--- src/rtl/fetch_decode_stage.sv ---
// fetch_decode_stage: instruction fetch with req/ack memory, one-entry skid buffer, flush and halt, feeding the IF/ID register
module fetch_decode_stage #(
  parameter int ADDR_W = 32,
  parameter int INSTR_W = 32,
  parameter logic [INSTR_W-1:0] NOP_INSTR = '0,
  parameter int CNT_W = 16
) (
  input  logic               clk,
  input  logic               reset,
  input  logic               start,
  input  logic [ADDR_W-1:0]  pc_in,
  input  logic               end_flag,
  input  logic               flush,
  input  logic               stall,
  output logic               imem_req,
  output logic [ADDR_W-1:0]  imem_addr,
  input  logic               imem_ack,
  input  logic [INSTR_W-1:0] imem_rdata,
  output logic [INSTR_W-1:0] instr_out,
  output logic [ADDR_W-1:0]  pc_out,
  output logic               valid_out,
  output logic               halted,
  output logic [CNT_W-1:0]   fetch_count
);
  typedef enum logic [1:0] {IDLE, REQ, HOLD, HALT} state_t;
  state_t state_q, state_d;
  logic [ADDR_W-1:0] req_pc_q, req_pc_d, skid_pc_q, skid_pc_d, pc_q, pc_d;
  logic [INSTR_W-1:0] skid_instr_q, skid_instr_d, instr_q, instr_d;
  logic valid_q, valid_d, halted_q, halted_d, discard_q, discard_d;
  logic [CNT_W-1:0] cnt_q, cnt_d;
  assign imem_req = state_q == REQ;
  assign imem_addr = req_pc_q;
  assign instr_out = instr_q;
  assign pc_out = pc_q;
  assign valid_out = valid_q;
  assign halted = halted_q;
  assign fetch_count = cnt_q;
  always_comb begin
    state_d = state_q;
    req_pc_d = req_pc_q;
    skid_pc_d = skid_pc_q;
    skid_instr_d = skid_instr_q;
    pc_d = pc_q;
    instr_d = instr_q;
    valid_d = valid_q;
    halted_d = halted_q;
    discard_d = discard_q;
    cnt_d = cnt_q;
    case (state_q)
      IDLE: if (start) begin
        state_d = REQ;
        req_pc_d = pc_in;
      end
      REQ: if (halted_q || end_flag) begin
        valid_d = 1'b0;
        instr_d = NOP_INSTR;
        halted_d = 1'b1;
        discard_d = 1'b0;
        state_d = imem_ack ? HALT : REQ;
      end else if (flush) begin
        valid_d = 1'b0;
        instr_d = NOP_INSTR;
        discard_d = !imem_ack;
        req_pc_d = imem_ack ? pc_in : req_pc_q;
      end else if (imem_ack && discard_q) begin
        discard_d = 1'b0;
        req_pc_d = pc_in;
        valid_d = stall ? valid_q : 1'b0;
      end else if (imem_ack && stall) begin
        skid_instr_d = imem_rdata;
        skid_pc_d = req_pc_q;
        state_d = HOLD;
      end else if (imem_ack) begin
        instr_d = imem_rdata;
        pc_d = req_pc_q;
        valid_d = 1'b1;
        cnt_d = cnt_q + CNT_W'(1);
        req_pc_d = pc_in;
      end else if (!stall) begin
        valid_d = 1'b0;
      end
      HOLD: if (end_flag) begin
        valid_d = 1'b0;
        instr_d = NOP_INSTR;
        halted_d = 1'b1;
        state_d = HALT;
      end else if (flush) begin
        valid_d = 1'b0;
        instr_d = NOP_INSTR;
        req_pc_d = pc_in;
        state_d = REQ;
      end else if (!stall) begin
        instr_d = skid_instr_q;
        pc_d = skid_pc_q;
        valid_d = 1'b1;
        cnt_d = cnt_q + CNT_W'(1);
        req_pc_d = pc_in;
        state_d = REQ;
      end
      default: ;
    endcase
  end
  always_ff @(posedge clk) begin
    if (!reset) begin
      state_q <= IDLE;
      req_pc_q <= '0;
      skid_pc_q <= '0;
      skid_instr_q <= '0;
      pc_q <= '0;
      instr_q <= NOP_INSTR;
      valid_q <= 1'b0;
      halted_q <= 1'b0;
      discard_q <= 1'b0;
      cnt_q <= '0;
    end else begin
      state_q <= state_d;
      req_pc_q <= req_pc_d;
      skid_pc_q <= skid_pc_d;
      skid_instr_q <= skid_instr_d;
      pc_q <= pc_d;
      instr_q <= instr_d;
      valid_q <= valid_d;
      halted_q <= halted_d;
      discard_q <= discard_d;
      cnt_q <= cnt_d;
    end
  end
endmodule

--- config.mk ---
export PLATFORM = sky130hd
export DESIGN_NAME = fetch_decode_stage
export DESIGN_NICKNAME = d
export VERILOG_FILES = /design/src/rtl/fetch_decode_stage.sv
export SDC_FILE = /design/constraint.sdc
export NUM_CORES = 1
export LEC_CHECK = 0
export BUFFER_PORTS_ARGS = -buffer_cell sky130_fd_sc_hd__buf_2
export CORE_UTILIZATION = 45
export CTS_CLUSTER_DIAMETER = 40
export DETAILED_ROUTE_END_ITERATION = 12
export PLACE_DENSITY_LB_ADDON = 0.3
export SYNTH_ARGS = -nofsm -noshare
export SYNTH_HDL_FRONTEND = slang
export SYNTH_SLANG_ARGS = --single-unit
--- constraint.sdc ---
create_clock -name clk -period 5.1 [get_ports clk]
set_input_delay 1.02 -clock clk [delete_from_list [all_inputs] [get_ports clk]]
set_output_delay 1.02 -clock clk [all_outputs]
set_load 0.1 [all_outputs]
Yosys cells after proc, flatten, opt, wreduce, memory -nomap -nowiden:

Index checks and enable logic that the tools add are counted.

* register bits after elaboration: 181
* output and inout bits: 115
* word-level logic and storage cells: 116

* add/subtract/negate cells: 1
* equal/unequal tests: 23
* mux-type cells: 63
* bitwise operators: 3
* reductions and logical operators: 16

Operator list (number)
* 32-bit two-way mux: 25
* 16-bit two-way mux: 8
* 32-bit case mux with 2 select lines: 2
* 32-bit case mux with 3 select lines: 1
* 16-bit case mux with 2 select lines: 1
* 2-bit two-way mux: 9
* 2-bit != test (second input constant): 9
* 16-bit by 1-bit adder with 16-bit output (second input constant): 1
* 4-bit != test (second input constant): 4
* 1-bit two-way mux: 14
* 6-bit AND reduction: 2
* 5-bit AND reduction: 2
* 9-bit AND reduction: 1
* 3-bit != test (second input constant): 2
* 2-bit case mux with 3 select lines: 1
* 3-bit AND reduction: 2
* 3-bit nonzero test: 2
* 5-bit != test (second input constant): 1
* 2-bit by 1-bit != test with 1-bit output (second input constant): 2
* 4-bit by 2-bit != test with 1-bit output (second input constant): 1
* 1-bit case mux with 2 select lines: 2
* 3-bit by 1-bit != test with 1-bit output (second input constant): 1
* 3-bit by 2-bit != test with 1-bit output (second input constant): 1
* 1-bit inverter: 3
* other kinds (8): 9

Depth between registers and ports, before layout:

Gate-level depths: netlist of run 1.

* word-level depth: 7
* mapped depth: 9
* depth with buffers taken out: 6

Worst setup path before layout of run 1:

No wires, ideal clock.

* kind: register -> register
* from: reg state_q[1]
* to: reg pc_q[30] (netlist: pc_out[30])
* library setup time: 0.087 ns
* arrival time: 2.459 ns
* slack: 2.554 ns
* cell stages (with the launch flop): 9
* path buffers: 2
* period minus slack after synthesis: 2.546 ns
* path through: dfxtp_1 inv_1 ha_1 o21ba_2 and4_1 buf_2 clkbuf_1 a21oi_1 a211oi_1

* cells in the longest elaborated chain, start to end: 3

Ends and longest elaborated chain
* start: declaration: RTL line 26 `state_t state_q, state_d;`
* start signal: assignment: RTL line 116 `state_q <= state_d;`
* 2-bit by 1-bit == test with 1-bit output (*)
* via imem_req: RTL line 15 `output logic imem_req,`
* 2-bit != test (no line) (tied with other cells)
* 9-bit AND reduction (no line)
* end signal: assignment: RTL line 120 `pc_q <= pc_d;`
* end: declaration: RTL line 27 `logic [ADDR_W-1:0] req_pc_q, req_pc_d, skid_pc_q, skid_pc_d, pc_q, pc_d;`

Mark *: on every way through the listed nets, which the timed path passes. The rest lies on a longest branch.
A chain may end at the register's enable or synchronous reset.

Worst setup path after layout of run 1:

* from: reg state_q[1]
* to: reg skid_instr_q[17]

* cells in the longest elaborated chain, start to end: 2

Ends and longest elaborated chain
* 2-bit by 1-bit == test with 1-bit output: RTL line 49 `case (state_q)`
* 5-bit AND reduction (no line)
* end signal: assignment: RTL line 119 `skid_instr_q <= skid_instr_d;`
* end: declaration: RTL line 28 `logic [INSTR_W-1:0] skid_instr_q, skid_instr_d, instr_q, instr_d;`

No other way between the ends.

==> metrics list, run 1 <==
- The flow ran to the end, and the final reports show no timing, DRC or antenna violations.
* Post-Syn Area: 0.00784 mm²
* Relative slew slack: 0.293
* Antenna violations before repair: 4
- Global routing usage on met1: 0.327
* Clock tree from TritonCTS: yes
- After the first detailed-routing iteration, the DRC count stood at 481.
- Number of global-route vias before repair: 6,433
* Global router's overall resource usage: 0.235
- Nature of the critical path endpoint: flop
- In the post-synthesis netlist, the biggest area contributors are sky130_fd_sc_hd__dfxtp_1 (46%), sky130_fd_sc_hd__a21oi_1 (9.0%), sky130_fd_sc_hd__nand2_1 (6.7%).
- Top Usage Layer GRT: met2
- Flip-flop and latch area: 0.00362 mm²
* Yosys top cell area share: 0.462
- Gate count after technology mapping: 884
* Worst hold path type: flop to flop
- Max Clock Freq: 366 MHz
* Yosys warning count: 0
* Total die area: 0.0179 mm²
* Root cell of the clock tree: sky130_fd_sc_hd__clkbuf_16
* FILL cells: 1,534
- Area growth syn-to-layout: 19.8%
- Leaving out fill and tap cells, the most frequent cell in the layout is sky130_fd_sc_hd__buf_2.
- For this run the aggregate overflow at the end of global routing stands at 0.
* Sum of negative setup slack: 0 ns
- Via count normalized by instance count: 5.67
- Final estimated routing congestion in global placement: 0.778
* Commonest cells after routing, fill and taps aside: sky130_fd_sc_hd__buf_2 (185), sky130_fd_sc_hd__dfxtp_1 (181), sky130_fd_sc_hd__a21oi_1 (141), sky130_fd_sc_hd__nand2_1 (140), sky130_fd_sc_hd__nand4_1 (40)
- The final route contains 7,082 vias.
- Final-report hold violation count: 0
- Wire length of the first global-routing pass: 34,000 µm
- Worst Tran Pin Value: 1.06 ns
- Detailed-router iteration count before antenna repair: 5
* Element type at the critical path start: flop
- IR analysis of the VDD net gives a maximum drop of 0.000330 V.
* Met2 demand-to-capacity share in global routing: 0.358
* Detailed Route WL: 21,000 µm
- DRC violation count after routing: 0
- Number of top-level design ports: 186
* Leak pwr: 3.54 nW
* Hold-fix buffer count after cts: 0
* Synth Flop Type: sky130_fd_sc_hd__dfxtp_1
- Post-route non-filler standard cell count: 1,250
- Power spread over the standard cell area amounts to 527 mW/mm².
* H-tree depth reported by CTS: 4
- Final period util: 0.535
* Insertion delay to the later sink of the worst-skew pair: 0.43 ns
- For this configuration, the core starts out at a cell density of 0.466.
* Final nets: 1,094
- Setup repair after global routing left no endpoint under its margin.
* Number of buffers on the longest clock path: 2
* CP bufs+invs: 2
- Placed Cells: 1,217
- From bottom edge to top edge, the die measures 134 µm.
* Post-cts sizing count: 0
- Slowest cell on the critical path: sky130_fd_sc_hd__and2b_2
* Kind of critical path: flop to flop
- Max Cap Viol: 0
- Setup violations remaining at the end of the flow were counted as 0.
* Clock-pin slew of the registers on the worst-case setup and hold paths: 0.06 ns
- WL/cell: 16.8 µm
- Global-route track usage on met3: 0.0729
* Critical path cell sequence: inv_1 > ha_1 > or3b_1 > and2b_2 > buf_4 > nand2_1 > a21oi_1
- At the worst endpoint, the arrival time is 3.08 ns.
- Post-DRT Antenna Nets: 0
- After floorplanning, the core was divided into 47 placement rows.
- Count of cell types in the netlist: 52
- Entering global routing, the biggest net connects 131 pins.
- Across the routed clock network, the largest skew measured is 0.0134 ns.
- Post-layout minimum cycle time: 2.73 ns
- Cell accounting for the most synthesized area: sky130_fd_sc_hd__dfxtp_1
* Core Region: 0.0168 mm²
- In this run the worst path has a maximum fanout of 48.
- Async SR Flop Fraction: 0
- Worst endpoint required time: 5.45 ns
* IO buf count: 185
* DIE WIDTH: 134 µm
* HPWL after detailed placement: 12,900 µm
* Total clock buffers created by CTS: 17
* Number of enable-type register cells in the synthesized netlist: 0
- Number of max-slew violations in the final report: 0
- Crit-path leading delay family: simple AND/OR/NAND/NOR gates
- The number of nets in the synthesized netlist is 962.
* Hold slack final: 0.453 ns
* CTS sink cnt: 181
- In this run, synthesis produced a sequential element count of 181.
- In the final layout, the multi-input gates occupy 0.00381 mm².
- Share of the yosys chip area belonging to registers: 0.462
- Largest stage delay on the critical path: 0.90 ns
* Mean Syn Cell Area: 8.87 µm²
- The number of setup buffers added after CTS is 0.
- Fraction of layout cells with a size suffix above 1: 0.269
routing by layer:
| metal | vias to the layer above | part of all wire |
|---|---|---|
| met4 | 6 | 0.0047 |
| met2 | 227 | 0.45 |
| met3 | 14 | 0.074 |
| li1 | 3493 | - |
| met1 | 3342 | 0.47 |
| met5 | - | 0.0018 |
through the flow:
stage / utilization / instance area [µm²] / setup slack, ns / power [W]
2_1_floorplan: - / 7840 / 2.55 / 0.00335
5_1_grt: 0.558 / 9380 / 2.15 / 0.00515
6_report: 0.558 / 9390 / 2.37 / 0.00495
3_3_place_gp: 0.522 / 8790 / 2.05 / 0.00363
4_1_cts: 0.558 / 9380 / 2.33 / 0.00497
3_5_place_dp: 0.522 / 8790 / 1.96 / 0.00365
final cells by class:
class                      count  area share
sequential                   181       0.386
tap                          220      0.0293
clock inverter                12      0.0164
multi-input combinational    609       0.406
clock buffer                  19      0.0472
inverter                       6     0.00293
timing repair buffer         201       0.111
antenna                        2    0.000533
worst paths after layout:
kind | end | startpoint | cells past startpoint | slack (ns)
min reg2reg | skid_pc_q[11] | skid_pc_q[11] | 2 | 0.45
max reg2reg | skid_instr_q[17] | state_q[1] | 7 | 2.37
max | skid_instr_q[17] | state_q[1] | 7 | 2.37
min | skid_pc_q[11] | skid_pc_q[11] | 2 | 0.45
cells in the mapped netlist (19+ instances only):
library cell / instances
sky130_fd_sc_hd__clkbuf_1: 58
sky130_fd_sc_hd__a211oi_1: 32
sky130_fd_sc_hd__o31ai_1: 39
sky130_fd_sc_hd__nand4_1: 40
sky130_fd_sc_hd__a21oi_1: 141
sky130_fd_sc_hd__a22oi_1: 32
sky130_fd_sc_hd__buf_2: 19
sky130_fd_sc_hd__a211oi_2: 32
sky130_fd_sc_hd__nand2_1: 140
sky130_fd_sc_hd__dfxtp_1: 181
sky130_fd_sc_hd__nor2_1: 36
sky130_fd_sc_hd__mux2i_1: 36
worst min-delay path: stages (launching register included):
cell and delay [ns]:
sky130_fd_sc_hd__dfxtp_1 0.31, sky130_fd_sc_hd__nand2_1 0.05, sky130_fd_sc_hd__a21oi_1 0.05
where the power goes:
| group | internal (W) | switching, W |
|---|---|---|
| sequential | 0.00157 | 0.000117 |
| clock | 0.000781 | 0.000548 |
| combinational | 0.000354 | 0.00158 |
| total | 0.00270 | 0.00225 |
cell families after synthesis:
| kind of cell | share of synthesized area |
|---|---|
| AO/OA/AOI/OAI | 0.261 |
| adder cells (fa/ha/maj) | 0.0112 |
| buffers and inverters | 0.0572 |
| flip-flops | 0.462 |
| multiplexers | 0.0460 |
| AND/OR/NAND/NOR | 0.162 |
Power figures use the tool's default switching activity.
==> inputs of run 2 (changes only) <==
Settings changed: ABC_AREA from default to 1.
Clock period 5.1 ns to 2.8 ns, I/O delays scaled along.
==> metrics list, run 2 <==
- Outcome: completed (unchanged).
* Worst hold path type: input pin to flop (was flop to flop)
- Worst hold stages: 3 (was 2)
- The number of flops mapped to enable cells by yosys came to 0 (unchanged).
* Post-Syn Area: 0.00781 mm² (was 0.00784 mm²)
- The average size of a mapped cell came to 6.98 µm² (was 8.87 µm²).
- Vias post-DR: 7,381 (was 7,082)
- The achievable clock frequency came to 452 MHz (was 366 MHz).
- Total die area: 0.0179 mm² (about the same)
- Number of max-slew violations in the final report: 0 (unchanged)
* Final count of negative-setup-slack endpoints: 0 (unchanged)
* Wire length of the first global-routing pass: 32,100 µm (was 34,000 µm)
* Antenna violations before repair: 1 (was 4)
- Count of cells along the worst register-to-register path: 9 (was 7)
* Count of cell types in the netlist: 31 (was 52)
* Via count normalized by instance count: 4.93 (was 5.67)
- The fraction of final layout cells sized beyond drive strength 1 is 0.190 (was 0.269).
- Final period util: 0.790 (was 0.535)
* Final-report hold violation count: 0 (unchanged)
- Pin count of the biggest net entering global routing: 107 (was 131)
* Buffers inserted by post-CTS timing repair: 0 (unchanged)
* Most common cell in the synthesized netlist: sky130_fd_sc_hd__nor2_1 (was sky130_fd_sc_hd__dfxtp_1)
- Most frequent cells after synthesis: sky130_fd_sc_hd__nor2_1 (221), sky130_fd_sc_hd__dfxtp_1 (181), sky130_fd_sc_hd__nand2_1 (173) (was sky130_fd_sc_hd__dfxtp_1 (181), sky130_fd_sc_hd__a21oi_1 (141), sky130_fd_sc_hd__nand2_1 (140)).
* Post-route non-filler standard cell count: 1,496 (was 1,250)
- The number of hold-repair buffers added at the cts stage came to 0 (unchanged).
- Final estimated routing congestion in global placement: 0.860 (was 0.778)
- Largest stage delay on the critical path: 0.44 ns (was 0.90 ns)
* Worst endpoint required time: 3.16 ns (was 5.45 ns)
- The setup total negative slack was 0 ns (unchanged).
- The detailed-routing iteration count for the pre-antenna-repair pass is 5 (unchanged).
* Placed Cells: 1,463 (was 1,217)
- The total of buffers placed on input and output ports was 185 (unchanged).
- The startpoint of the lowest-slack register-to-register path is state_q[0] (was state_q[1]).
* Insertion delay to the later sink of the worst-skew pair: 0.43 ns (about the same)
- CP bufs+invs: 1 (was 2)
- Data arrival, critical path: 2.57 ns (was 3.08 ns)
- Launching element of the worst setup path: state_q[0] (was state_q[1])
* DIE WIDTH: 134 µm (about the same)
- Die Span Y: 134 µm (about the same)
- Clock-pin slew of the registers on the worst-case setup and hold paths: 0.07 ns (was 0.06 ns)
* Kind of critical path: flop to flop (unchanged)
* Row cnt: 47 (unchanged)
- The detail-routed net length per standard cell was 13.1 µm (was 16.8 µm).
- Yosys top cell area share: 0.464 (was 0.462)
* Core Region: 0.0168 mm² (about the same)
- Top area cells in the synthesized netlist: sky130_fd_sc_hd__dfxtp_1 (46%), sky130_fd_sc_hd__nor2_1 (11%), sky130_fd_sc_hd__o21ai_0 (9.9%) (was sky130_fd_sc_hd__dfxtp_1 (46%), sky130_fd_sc_hd__a21oi_1 (9.0%), sky130_fd_sc_hd__nand2_1 (6.7%)).
- Cell seen most often among critical-path stages: sky130_fd_sc_hd__nand2_1
* DRC violation count after routing: 0 (unchanged)
* Setup repair after global routing missed its margin: false (unchanged)
- The total placed instance area came to 0.00876 mm² (was 0.00879 mm²).
- Area growth syn-to-layout: 20.4% (was 19.8%)
- Startpoint of the lowest-slack hold path: pc_in[28] (was skid_pc_q[11])
- Element type at the critical path start: flop (unchanged)
* Cell accounting for the most synthesized area: sky130_fd_sc_hd__dfxtp_1 (unchanged)
- Slowest cell on the critical path: sky130_fd_sc_hd__nand2_4 (was sky130_fd_sc_hd__and2b_2)
- The critical path's top delay family is simple AND/OR/NAND/NOR gates (unchanged).
- The remaining global-route overflow was 0 (unchanged).
- The most frequent standard cell in the layout excluding fill and tap cells was sky130_fd_sc_hd__nor2_1 (was sky130_fd_sc_hd__buf_2).
- Highest net fanout along the worst path: 64 (was 48)
- The number of maximum-capacitance constraint violations was 0 (unchanged).
- Starting Density: 0.466 (about the same)
- CTS sink cnt: 181 (unchanged)
* Final non-filler cell area: 0.00941 mm² (was 0.00939 mm²)
- Synth Flop Type: sky130_fd_sc_hd__dfxtp_1 (unchanged)
- The net count after synthesis is 1,197 (was 962).
* Clock tree from TritonCTS: yes (unchanged)
* Detailed Route WL: 19,600 µm (was 21,000 µm)
- The synthesis warning total was 0 (unchanged).
- The worst-case clock buffer depth is 2 (unchanged).
- HPWL after detailed placement: 12,400 µm (was 12,900 µm)
- The share of flip-flops with an asynchronous set or reset after synthesis came to 0 (unchanged).
- The register bit total from synthesis is 181 (unchanged).
- Root cell of the clock tree: sky130_fd_sc_hd__clkbuf_16 (unchanged)
- The slew of the pin with the lowest slew margin is 0.802 ns (was 1.06 ns).
- Post-cts sizing count: 0 (unchanged)
* Final nets: 1,340 (was 1,094)
- The clock buffer count from CTS is 17 (unchanged).
- The H-tree level count came to 4 (unchanged).
- Critical path cell sequence: inv_1 > ha_1 > nand2_1 > o21ai_0 > a31oi_1 > nand2_4 > nand2_1 > nand2_1 > nor2_1 (was inv_1 > ha_1 > or3b_1 > and2b_2 > buf_4 > nand2_1 > a21oi_1)
- The relative slew slack is 0.465 (was 0.293).
* Initial drt markers: 633 (was 481)
- Commonest cells after routing, fill and taps aside: sky130_fd_sc_hd__nor2_1 (221), sky130_fd_sc_hd__buf_2 (184), sky130_fd_sc_hd__dfxtp_1 (181), sky130_fd_sc_hd__nand2_1 (173), sky130_fd_sc_hd__o21ai_0 (154) (was sky130_fd_sc_hd__buf_2 (185), sky130_fd_sc_hd__dfxtp_1 (181), sky130_fd_sc_hd__a21oi_1 (141), sky130_fd_sc_hd__nand2_1 (140), sky130_fd_sc_hd__nand4_1 (40)).
- Post-layout minimum cycle time: 2.21 ns (was 2.73 ns)
- Global router's overall resource usage: 0.222 (was 0.235)
- Number of global-route vias before repair: 6,470 (was 6,433)
- Share of the yosys chip area belonging to registers: 0.464 (was 0.462)
* Nature of the critical path endpoint: flop (unchanged)
- The clock skew after layout is 0.00967 ns (was 0.0134 ns).
- The number of gates on the worst path with buffers counted was 9 (was 7).
* Gate count after technology mapping: 1,119 (was 884)
- The total I/O pin count came to 186 (unchanged).
- The residual antenna-violating net count after detailed routing was 0 (unchanged).
run 2: cell types whose count changed after synthesis, moves of 33 or more:
cell | before | now
sky130_fd_sc_hd__inv_1 | 6 | 112
sky130_fd_sc_hd__nand2_1 | 140 | 173
sky130_fd_sc_hd__o21ai_1 | 3 | 38
sky130_fd_sc_hd__o21ai_0 | 3 | 154
sky130_fd_sc_hd__a21oi_1 | 141 | 81
sky130_fd_sc_hd__nand3_1 | 7 | 40
sky130_fd_sc_hd__mux2i_1 | 36 | 0
sky130_fd_sc_hd__nor2_1 | 36 | 221
sky130_fd_sc_hd__o31ai_1 | 39 | 0
run 2: worst register-to-register path: stages, from the launching register on:
cell	delay, ns
sky130_fd_sc_hd__dfxtp_1	0.38
sky130_fd_sc_hd__inv_1	0.11
sky130_fd_sc_hd__ha_1	0.31
sky130_fd_sc_hd__nand2_1	0.15
sky130_fd_sc_hd__o21ai_0	0.09
sky130_fd_sc_hd__a31oi_1	0.29
sky130_fd_sc_hd__nand2_4	0.44
sky130_fd_sc_hd__nand2_1	0.20
sky130_fd_sc_hd__nand2_1	0.06
sky130_fd_sc_hd__nor2_1	0.12
run 2: logic make-up after synthesis:
group                      Yosys count  synth area share
and+or+nand+nor                    454             0.233
AOI/OAI and AO/OA                  288             0.187
buffers and inverters              187             0.102
DFF                                181             0.464
adders and majority gates            7            0.0112
xor gates and xnor gates             2           0.00224
run 2: stage by stage:
| stage | utilization | worst slack [ns] | hold WS, ns |
|---|---|---|---|
| after floorplan | - | 0.522 | 0.430 |
| after global placement | 0.523 | 0.599 | 0.441 |
| after detailed placement | 0.523 | 0.604 | 0.446 |
| after CTS | 0.561 | 0.607 | 0.335 |
| after global routing | 0.561 | 0.315 | 0.340 |
| final | 0.561 | 0.589 | 0.353 |
run 2: final timing paths:
check / end / slack (ns)
hold / removal: flop / 0.35
setup / recovery: flop / 0.59
setup reg to reg: flop / 0.59
hold reg to reg: skid_instr_q[31] / 0.45
run 2: routing by layer:
layer,routed length (µm),GRT usage
met1,9280,0.304
met2,9040,0.345
met3,906,0.0450
met4,348,0.0852
met5,0,0
run 2: area by class of cell:
cell class	count	area, µm²
clock inverter	13	193
tap	220	275
antenna	1	2.50
fill	1655	7350
sequential	181	3620
clock buffer	19	453
multi-input combinational	751	3390
inverter	118	443
timing repair buffer	193	1030
Power of run 2 is left out: the tool's default activity adds up to more than one toggle a clock period on the data nets, which glitch-free logic cannot reach.
==> inputs of run 3 (changes only) <==
Clock period 2.8 ns to 2.1 ns, I/O delays scaled along.
==> metrics list, run 3 (synthesis gave the netlist of run 2 again) <==
- HPWL after detailed placement: 12,800 µm (was 12,400 µm)
- The number of nets in the finished design is 1,349 (was 1,340).
* Data arrival, critical path: 1.55 ns (was 2.57 ns)
- The die outline width was 134 µm (unchanged).
- The cell depth of the worst min-delay path is 3 (unchanged).
- Via count normalized by instance count: 4.92 (was 4.93)
- Final non-filler cell area: 0.00946 mm² (was 0.00941 mm²)
* IO buf count: 185 (unchanged)
* Final-report hold violation count: 0 (unchanged)
* DRC violation count after routing: 0 (unchanged)
* Antenna violations before repair: 1 (unchanged)
- The worst-case setup slack after placement is 0.172 ns (was 0.604 ns).
- Worst hold path type: input pin to flop (unchanged)
* Starting Density: 0.466 (unchanged)
* Met2 demand-to-capacity share in global routing: 0.359 (was 0.345)
* FILL cells: 1,622 (was 1,655)
* Nature of the critical path endpoint: output pin (was flop)
- The clock sink count is 181 (unchanged).
- Row cnt: 47 (unchanged)
* Number of global-route vias before repair: 6,573 (was 6,470)
- The CTS tree is yes (unchanged).
- The residual antenna-violating net count after detailed routing is 0 (unchanged).
- Wire length of the first global-routing pass: 32,100 µm (about the same)
* Total die area: 0.0179 mm² (unchanged)
- Area of placed instances: 0.00886 mm² (was 0.00876 mm²)
- Element type at the critical path start: flop (unchanged)
* Critical path cell sequence: inv_1 > ha_2 > buf_2 (was inv_1 > ha_1 > nand2_1 > o21ai_0 > a31oi_1 > nand2_4 > nand2_1 > nand2_1 > nor2_1)
- Commonest cells after routing, fill and taps aside: sky130_fd_sc_hd__nor2_1 (221), sky130_fd_sc_hd__buf_2 (184), sky130_fd_sc_hd__dfxtp_1 (179), sky130_fd_sc_hd__nand2_1 (173), sky130_fd_sc_hd__o21ai_0 (154) (was sky130_fd_sc_hd__nor2_1 (221), sky130_fd_sc_hd__buf_2 (184), sky130_fd_sc_hd__dfxtp_1 (181), sky130_fd_sc_hd__nand2_1 (173), sky130_fd_sc_hd__o21ai_0 (154))
- The slew of the pin with the lowest slew margin is 0.518 ns (was 0.802 ns).
- The placeable core region is 0.0168 mm² (unchanged).
* Crit Reg-Reg Startpoint: state_q[0] (unchanged)
- The global routing usage on met1 was 0.298 (was 0.304).
* Number of top-level design ports: 186 (unchanged)
* Insertion delay to the later sink of the worst-skew pair: 0.42 ns (was 0.43 ns)
- The relative slew slack was 0.657 (was 0.465).
- The growth of design area from synthesis to finish is 21.0% (was 20.4%).
* Outcome: completed (unchanged)
- The beginning of the worst hold path is pc_in[26] (was pc_in[28]).
- The DRC violation total after the first TritonRoute iteration came to 537 (was 633).
- The max-slew violation count came to 0 (unchanged).
- The maximum fanout along the worst path came to 5 (was 64).
- Total congestion overflow after global routing: 0 (unchanged)
- R2R Setup Slk: 0.22 ns (was 0.59 ns)
- WL/cell: 13.0 µm (was 13.1 µm)
* Capturing point of the worst reg2reg path: fetch_count[10]
- The slowest cell on the critical path is sky130_fd_sc_hd__buf_2 (was sky130_fd_sc_hd__nand2_4).
- Global-route track usage on met3: 0.0438 (was 0.0450)
- Detailed-router iteration count before antenna repair: 5 (unchanged)
* Count of cells along the worst register-to-register path: 11 (was 9)
* Sum of negative setup slack: 0 ns (unchanged)
* Kind of critical path: flop to output pin (was flop to flop)
- Worst endpoint required time: 1.68 ns (was 3.16 ns)
- The highest-utilization routing layer at the global route stage is met2 (unchanged).
- The least setup slack across all paths after layout is 0.125 ns (was 0.589 ns).
* Largest stage delay on the critical path: 0.44 ns (about the same)
- The final number of setup-violating endpoints came to 0 (unchanged).
- Max Clock Freq: 506 MHz
- The floorplan die height was 134 µm (unchanged).
- Final estimated routing congestion in global placement: 0.841 (was 0.860)
- Max Clock Skew: 0.00993 ns (was 0.00967 ns)
- The clock buffer count from CTS came to 17 (unchanged).
- Detailed Route WL: 19,600 µm (about the same)
* H-tree depth reported by CTS: 4 (unchanged)
- Pin count of the biggest net entering global routing: 72 (was 107)
* Clock-pin slew of the registers on the worst-case setup and hold paths: 0.07 ns (about the same)
- Final period util: 0.940
* Number of buffers on the longest clock path: 2 (unchanged)
- Post-layout minimum cycle time: 1.97 ns
- The clock root buffer is sky130_fd_sc_hd__clkbuf_16 (unchanged).
* Leading cell type in the layout, fill and taps excluded: sky130_fd_sc_hd__nor2_1 (unchanged)
- Vias post-DR: 7,402 (was 7,381)
* Setup repair after global routing missed its margin: false (unchanged)
- The global routing usage summed across all routing layers was 0.220 (was 0.222).
- The number of maximum-capacitance constraint violations is 0 (unchanged).
* Hold slack final: 0.217 ns (was 0.353 ns)
* Fraction of layout cells with a size suffix above 1: 0.196 (was 0.190)
==> run 3: per-stage QoR <==
step | utilization | instances
5_1_grt | 0.564 | 1504
3_3_place_gp | 0.529 | 1471
6_report | 0.564 | 1505
2_1_floorplan | - | 1119
4_1_cts | 0.563 | 1503
3_5_place_dp | 0.529 | 1471
==> run 3: worst max path at each step <==
stage / from / to / slack [ns] / cells past startpoint
after floorplan: state_q[1] / fetch_count[10] / 0.15 / 10
after global placement: state_q[1] / fetch_count[10] / 0.25 / 11
after detailed placement: state_q[0] / fetch_count[10] / 0.17 / 11
after CTS: state_q[1] / imem_req / 0.11 / 3
after global routing: state_q[0] / fetch_count[10] / 0.003 / 11
final: state_q[1] / imem_req / 0.13 / 3
==> run 3: cell type report <==
cell class,count,area (µm²),share of cell area
sequential,181,3630,0.383
multi-input combinational,751,3400,0.359
timing repair buffer,202,1140,0.121
clock buffer,22,474,0.0501
inverter,118,445,0.0471
tap,220,275,0.0291
clock inverter,10,96.3,0.0102
antenna,1,2.50,0.000265
==> run 3: what timing repair did <==
item	in CTS	in global routing
resized for setup	0	5
setup endpoints to repair	0	57
buffers inserted	0	1
endpoints found under the hold margin	0	0
hold buffers	0	0
==> run 3: worst max-delay path, delay by kind of cell (launching register included) <==
family / cells / cell delay (ns)
adder cells (fa/ha/maj): 1 / 0.23
buffers and inverters: 2 / 0.55
flip-flops: 1 / 0.35
==> run 3: routing by layer <==
layer | vias up | share of wire
li1 | 3883 | -
met1 | 3350 | 0.48
met2 | 154 | 0.47
met3 | 15 | 0.040
met4 | 0 | 0.0095
met5 | - | 0
Power of run 3 is left out for the same reason.
